===== config.mk =====
export PLATFORM = sky130hd
export DESIGN_NAME = plc_panel_conditioner
export DESIGN_NICKNAME = d
export VERILOG_FILES = /design/src/rtl/plc_panel_pkg.sv /design/src/rtl/panel_debounce.sv /design/src/rtl/plc_panel_conditioner.sv
export SDC_FILE = /design/constraint.sdc
export NUM_CORES = 1
export LEC_CHECK = 0
export CAP_MARGIN = 20
export CORE_MARGIN = 2
export CORE_UTILIZATION = 45
export CTS_CLUSTER_DIAMETER = 60
export DETAILED_ROUTE_END_ITERATION = 6
export DONT_BUFFER_PORTS = 1
export MAX_ROUTING_LAYER = met4
export PLACE_DENSITY = 0.67
export SLEW_MARGIN = 20
export SYNTH_ARGS = -nofsm -noshare
export SYNTH_HDL_FRONTEND = slang
export SYNTH_HIERARCHICAL = 1
export SYNTH_SLANG_ARGS = --single-unit

===== constraint.sdc =====
create_clock -name clk -period 2.2 [get_ports clk]
set_input_delay 0.44 -clock clk [delete_from_list [all_inputs] [get_ports clk]]
set_output_delay 0.44 -clock clk [all_outputs]
set_load 0.01 [all_outputs]

===== src/rtl/plc_panel_pkg.sv =====
// Shared types and defaults for the lathe operator-panel conditioner.
package plc_panel_pkg;

  typedef enum logic [1:0] {
    ST_IDLE  = 2'd0,
    ST_AUTO  = 2'd1,
    ST_MAN   = 2'd2,
    ST_FAULT = 2'd3
  } panel_state_t;

  localparam int unsigned DEB_CYCLES_DEF      = 16;
  localparam int unsigned CONFLICT_CYCLES_DEF = 8;
  localparam int unsigned STUCK_CYCLES_DEF    = 1024;

  // Bits needed for a counter that counts 0 .. n-1.
  function automatic int unsigned cnt_width(input int unsigned n);
    return (n < 2) ? 1 : $clog2(n);
  endfunction

endpackage


===== src/rtl/panel_debounce.sv =====
// Two-flop synchroniser followed by a stable-count debouncer for one contact.
module panel_debounce
  import plc_panel_pkg::*;
#(
  parameter int unsigned DEB_CYCLES = DEB_CYCLES_DEF
) (
  input  logic i_clk,
  input  logic i_rst_n,
  input  logic i_raw,
  output logic o_deb
);

  localparam int unsigned CW = cnt_width(DEB_CYCLES);

  logic          r_sync1;
  logic          r_sync2;
  logic          r_deb;
  logic [CW-1:0] r_cnt;

  // Synchronise the raw contact into the clock domain.
  always_ff @(posedge i_clk or negedge i_rst_n) begin
    if (!i_rst_n) begin
      r_sync1 <= 1'b0;
      r_sync2 <= 1'b0;
    end else begin
      r_sync1 <= i_raw;
      r_sync2 <= r_sync1;
    end
  end

  // Accept a new level only after DEB_CYCLES consecutive differing cycles.
  always_ff @(posedge i_clk or negedge i_rst_n) begin
    if (!i_rst_n) begin
      r_deb <= 1'b0;
      r_cnt <= '0;
    end else if (r_sync2 == r_deb) begin
      r_cnt <= '0;
    end else if (r_cnt == CW'(DEB_CYCLES - 1)) begin
      r_deb <= r_sync2;
      r_cnt <= '0;
    end else begin
      r_cnt <= r_cnt + CW'(1);
    end
  end

  assign o_deb = r_deb;

endmodule


===== src/rtl/plc_panel_conditioner.sv =====
// Operator-panel front end: debounces start/AUTO/MAN contacts, resolves the
// mode with MAN priority, interlocks mode changes against a held start and
// latches selector faults. Define PANEL_STUCK_DETECT_EN to also fault on a
// granted start held for STUCK_CYCLES.
module plc_panel_conditioner
  import plc_panel_pkg::*;
#(
  parameter int unsigned DEB_CYCLES      = DEB_CYCLES_DEF,
  parameter int unsigned CONFLICT_CYCLES = CONFLICT_CYCLES_DEF,
  parameter int unsigned STUCK_CYCLES    = STUCK_CYCLES_DEF
) (
  input  logic clk,
  input  logic rst_n,
  input  logic raw_start,
  input  logic raw_auto,
  input  logic raw_man,
  output logic start,
  output logic auto_mode,
  output logic man_mode,
  output logic fault,
  output logic mode_chg
);

  localparam int unsigned CONF_W = cnt_width(CONFLICT_CYCLES);

  logic              w_dstart;
  logic              w_dauto;
  logic              w_dman;
  logic              w_conf_hit;
  logic              w_stuck_hit;
  logic              w_armed_next;
  panel_state_t      r_state;
  panel_state_t      w_next;
  logic [CONF_W-1:0] r_conf_cnt;
  logic              r_armed;
  logic              r_dstart_q;
  logic              r_start;
  logic              r_auto;
  logic              r_man;
  logic              r_fault;
  logic              r_mode_chg;

  panel_debounce #(.DEB_CYCLES(DEB_CYCLES)) u_deb_start (
    .i_clk(clk), .i_rst_n(rst_n), .i_raw(raw_start), .o_deb(w_dstart)
  );
  panel_debounce #(.DEB_CYCLES(DEB_CYCLES)) u_deb_auto (
    .i_clk(clk), .i_rst_n(rst_n), .i_raw(raw_auto), .o_deb(w_dauto)
  );
  panel_debounce #(.DEB_CYCLES(DEB_CYCLES)) u_deb_man (
    .i_clk(clk), .i_rst_n(rst_n), .i_raw(raw_man), .o_deb(w_dman)
  );

  // Count consecutive cycles with both selector contacts closed.
  always_ff @(posedge clk or negedge rst_n) begin
    if (!rst_n) begin
      r_conf_cnt <= '0;
    end else if (!(w_dauto && w_dman)) begin
      r_conf_cnt <= '0;
    end else if (r_conf_cnt != CONF_W'(CONFLICT_CYCLES - 1)) begin
      r_conf_cnt <= r_conf_cnt + CONF_W'(1);
    end
  end

  assign w_conf_hit = w_dauto & w_dman & (r_conf_cnt == CONF_W'(CONFLICT_CYCLES - 1));

`ifdef PANEL_STUCK_DETECT_EN
  localparam int unsigned STUCK_W = cnt_width(STUCK_CYCLES);

  logic [STUCK_W-1:0] r_stuck_cnt;

  // Measure how long a granted start has been held.
  always_ff @(posedge clk or negedge rst_n) begin
    if (!rst_n) begin
      r_stuck_cnt <= '0;
    end else if (!r_start) begin
      r_stuck_cnt <= '0;
    end else if (r_stuck_cnt != STUCK_W'(STUCK_CYCLES - 1)) begin
      r_stuck_cnt <= r_stuck_cnt + STUCK_W'(1);
    end
  end

  assign w_stuck_hit = r_start & (r_stuck_cnt == STUCK_W'(STUCK_CYCLES - 1));
`else
  // Without stuck detection only a degenerate zero limit could trip.
  assign w_stuck_hit = (STUCK_CYCLES == 32'd0);
`endif

  // Mode state register.
  always_ff @(posedge clk or negedge rst_n) begin
    if (!rst_n) begin
      r_state <= ST_IDLE;
    end else begin
      r_state <= w_next;
    end
  end

  // Next-state: MAN priority, start interlock, fault overrides everything.
  always_comb begin
    w_next = r_state;
    case (r_state)
      ST_IDLE: begin
        if (w_dman)       w_next = ST_MAN;
        else if (w_dauto) w_next = ST_AUTO;
      end
      ST_AUTO: begin
        if (!w_dstart) begin
          if (w_dman)        w_next = ST_MAN;
          else if (!w_dauto) w_next = ST_IDLE;
        end
      end
      ST_MAN: begin
        if (!w_dstart && !w_dman) begin
          w_next = w_dauto ? ST_AUTO : ST_IDLE;
        end
      end
      ST_FAULT: begin
        if (!w_dauto && !w_dman && !w_dstart) w_next = ST_IDLE;
      end
      default: w_next = ST_IDLE;
    endcase
    if (w_conf_hit || w_stuck_hit) w_next = ST_FAULT;
  end

  // Arm start only on a fresh press inside a stable AUTO/MAN state.
  always_comb begin
    w_armed_next = r_armed;
    if ((w_next != r_state) || !w_dstart) begin
      w_armed_next = 1'b0;
    end else if (w_dstart && !r_dstart_q && ((r_state == ST_AUTO) || (r_state == ST_MAN))) begin
      w_armed_next = 1'b1;
    end
  end

  // Registered outputs decoded from the next state.
  always_ff @(posedge clk or negedge rst_n) begin
    if (!rst_n) begin
      r_armed    <= 1'b0;
      r_dstart_q <= 1'b0;
      r_start    <= 1'b0;
      r_auto     <= 1'b0;
      r_man      <= 1'b0;
      r_fault    <= 1'b0;
      r_mode_chg <= 1'b0;
    end else begin
      r_armed    <= w_armed_next;
      r_dstart_q <= w_dstart;
      r_start    <= w_dstart & w_armed_next;
      r_auto     <= (w_next == ST_AUTO);
      r_man      <= (w_next == ST_MAN);
      r_fault    <= (w_next == ST_FAULT);
      r_mode_chg <= (w_next != r_state);
    end
  end

  assign start     = r_start;
  assign auto_mode = r_auto;
  assign man_mode  = r_man;
  assign fault     = r_fault;
  assign mode_chg  = r_mode_chg;

endmodule


==> flow_metrics.env <==
export IMPL_hold_viol_final=0
export IMPL_post_cts_resize_count=0
export IMPL_period_share_pct=90.70
export IMPL_outcome="completed"
export IMPL_cp_arrival_ns=2.23
export IMPL_yosysMostFrequentCell="dfrtp_1"
export IMPL_cts_buffer_depth=2
export IMPL_area_growth_pct=8.908
export IMPL_reg2regPathDepth=7
export IMPL_wire_per_inst_um=12.35
export IMPL_h_tree_depth=2
export IMPL_yosys_top_cells_count="dfrtp_1 (33), ha_1 (9), a21oi_1 (8), inv_1 (8), nor2_1 (8)"
export IMPL_grt_max_degree=34
export IMPL_track_usage_pct=14.98
export IMPL_maxCapViolations=0
export IMPL_post_cts_setup_buffers=0
export IMPL_numCtsBuffers=5
export IMPL_synth_area_per_cell_um2=12.41
export IMPL_cp_data_required_time_ns=2.43
export IMPL_rsz0062_at_grt="false"
export IMPL_drtIter0Drc=44
export IMPL_portBuffers=0
export IMPL_rr_startpoint="r_state[0]"
export IMPL_max_stage_delay_ns=0.45
export IMPL_layout_cells_non_filler=173
export IMPL_cts_sinks=33
export IMPL_p_leak_nw=0.7617
export IMPL_cp_cell_sequence="inv_1 > ha_1 > or3_2 > o211ai_1 > o21ai_2 > xnor2_2 > or2_1"
export IMPL_worstHoldPathCells=0
export IMPL_setup_viol=0
export IMPL_first_global_vias=920
export IMPL_wl_um=2136
export IMPL_die_width_um=61.52
export IMPL_crit_type="flop to flop"
export IMPL_power_density_mw_per_mm2=637.4
export IMPL_fp_row_count=20
export IMPL_synth_top_area_share_pct=55.46
export IMPL_route_vias_total=870
export IMPL_ys_warn_count=6
export IMPL_core_area_mm2=0.003103
export IMPL_whs_endpoint="u_deb_man/r_sync1"
export IMPL_place_gp_congestion=0.7020
export IMPL_synth_async_reset_ratio_pct=100.0
export IMPL_synth_top_area_cell="dfrtp_1"
export IMPL_fmax_ghz=0.5012
export IMPL_synth_cells=120
export IMPL_max_slew_margin_pct=73.60
export IMPL_worst_slew_pin_slew_ns=0.3931
export IMPL_synth_nets=134
export IMPL_overflow=0
export IMPL_clk_latency_ns=0.33
export IMPL_hold_start="raw_man"
export IMPL_pin_count=10
export IMPL_antenna_found_initial=0
export IMPL_ys_seq_area_share_pct=55.46
export IMPL_dp_cells=163
export IMPL_r2r_slack_ns=0.20
export IMPL_viasPerCell=5.029
export IMPL_finClkSkew_ns=0.009112
export IMPL_dp_hpwl_um=1466
export IMPL_grt_pass1_wl_um=3877
export IMPL_synth_edff_count=0
export IMPL_nets=142
export IMPL_synth_area_leaders="dfrtp_1 (55%), ha_1 (7.6%), xnor2_1 (4.1%), mux2_4 (3.0%), a21oi_1 (2.7%)"
export IMPL_endpoint_kind="flop"
export IMPL_start_util_pct=47.98
export IMPL_synth_seq_cells=33
export IMPL_worst_slack_ns=0.2047
export IMPL_drive_above_1_share_pct=19.38
export IMPL_yosysUniqueCellTypes=32
export IMPL_clock_root_buffer="clkbuf_4"
export IMPL_dr_pass1_iters=4
export IMPL_die_area_mm2=0.003785
export IMPL_dpl_cell_area_mm2=0.001540
export IMPL_pre_cts_slack_ns=0.2401
export IMPL_start_kind="flop"
export IMPL_peakVddDrop_v=0.0003713
export IMPL_timing_rr_end="mode_chg"
export IMPL_slew_violations=0
export IMPL_finalSetupTns_ns=0
export IMPL_path_clk_slew_ns=0.10
export IMPL_synth_cell_area_mm2=0.001489
export IMPL_num_antenna_cells=0
export IMPL_finalInstanceArea_mm2=0.001622
export IMPL_tritoncts="yes"
export IMPL_die_y_um=61.52
export IMPL_post_route_drc_count=0
export IMPL_layout_min_cycle_time_ns=1.995
export IMPL_ant_nets=0
export IMPL_crit_fanout=5
export IMPL_critical_path_slowest_cell="or3_2"
export IMPL_ys_flop_type="dfrtp_1"
export IMPL_min_path_type="primary input to flop"
==> power breakdown <==
part | switching [mW] | internal [mW] | leakage [nW] | total [mW]
Clock | 0.197 | 0.121 | 0.0320 | 0.318
Sequential | 0.0206 | 0.629 | 0.439 | 0.649
Combinational | 0.0352 | 0.0310 | 0.290 | 0.0662
Total | 0.252 | 0.781 | 0.762 | 1.03
==> cell families after synthesis <==
kind of cell	share of synthesized area, %
and+or+nand+nor	15.63
DFF	55.46
AOI/OAI and AO/OA	8.152
xor gates and xnor gates	5.799
buffers and inverters	2.269
adders and majority gates	7.563
muxes	5.126
==> what timing repair did <==
item | in CTS | in global routing
hold buffers | 2 | 0
hold endpoints to repair | 33 | 0
setup endpoints to repair | 0 | 0
==> per-stage QoR <==
stage | hold slack, ns | utilization [%] | total power [mW]
after floorplan | 0.1444 | - | 0.6999
after detailed placement | 0.1455 | 49.64 | 0.7109
after CTS | 0.1057 | 52.26 | 1.056
after global placement | 0.1453 | 49.64 | 0.7076
after global routing | 0.09421 | 52.26 | 1.099
final | 0.1213 | 52.26 | 1.034
==> metal layers <==
layer | share of wire (%) | up-vias | track usage (%)
li1 | - | 433 | -
met1 | 47 | 413 | 17.53
met2 | 47 | 21 | 22.56
met3 | 5.1 | 3 | 5.672
met4 | 1.2 | 0 | 7.295
met5 | 0 | - | -
==> registers in the layout, indices dropped and copies added (netlist names), 2 cells and up <==
signal	count
r_conf_cnt	3
r_state	2
u_deb_auto/r_cnt	4
u_deb_man/r_cnt	4
u_deb_start/r_cnt	4
==> final cells by class <==
cell class	count	area (um2)
Clock buffer	6	41.29
Clock inverter	2	10.01
Fill cell	280	1481
Inverter	8	30.03
Multi-Input combinational cell	78	629.4
Sequential cell	33	825.8
Tap cell	44	55.05
Timing Repair Buffer	2	30.03
==> worst max path at each step <==
stage | startpoint | to | slack (ns) | cells past startpoint
global route | r_conf_cnt[0] | mode_chg | 0.1 | 7
detailed placement | r_conf_cnt[0] | mode_chg | 0.24 | 7
floorplan | r_conf_cnt[0] | mode_chg | 0.31 | 8
finish | r_state[0] | mode_chg | 0.20 | 7
global placement | r_conf_cnt[0] | mode_chg | 0.28 | 7
CTS | r_state[0] | mode_chg | 0.22 | 7
==> cells in the final DEF (no fill, tap or decap), types with 3 or more instances in the layout <==
cell type  count
dfrtp_1       33
o21ai_0        6
nor2_1         8
ha_1           9
nand4b_1       3
nand3_2        3
clkbuf_4       5
inv_1          8
nor2b_1        4
nor3b_2        3
nand2_1        3
mux2_4         3
a21oi_1        8
xnor2_1        7
==> worst max-delay path, delay by kind of cell (launching register included) <==
family	cells	cell delay, ns
compound gates	2	0.25
xor+xnor	1	0.16
fa+ha+maj	1	0.25
buf+inv	1	0.13
flops	1	0.44
simple gates	2	0.66
No activity file was read; power rests on OpenSTA's default activity.
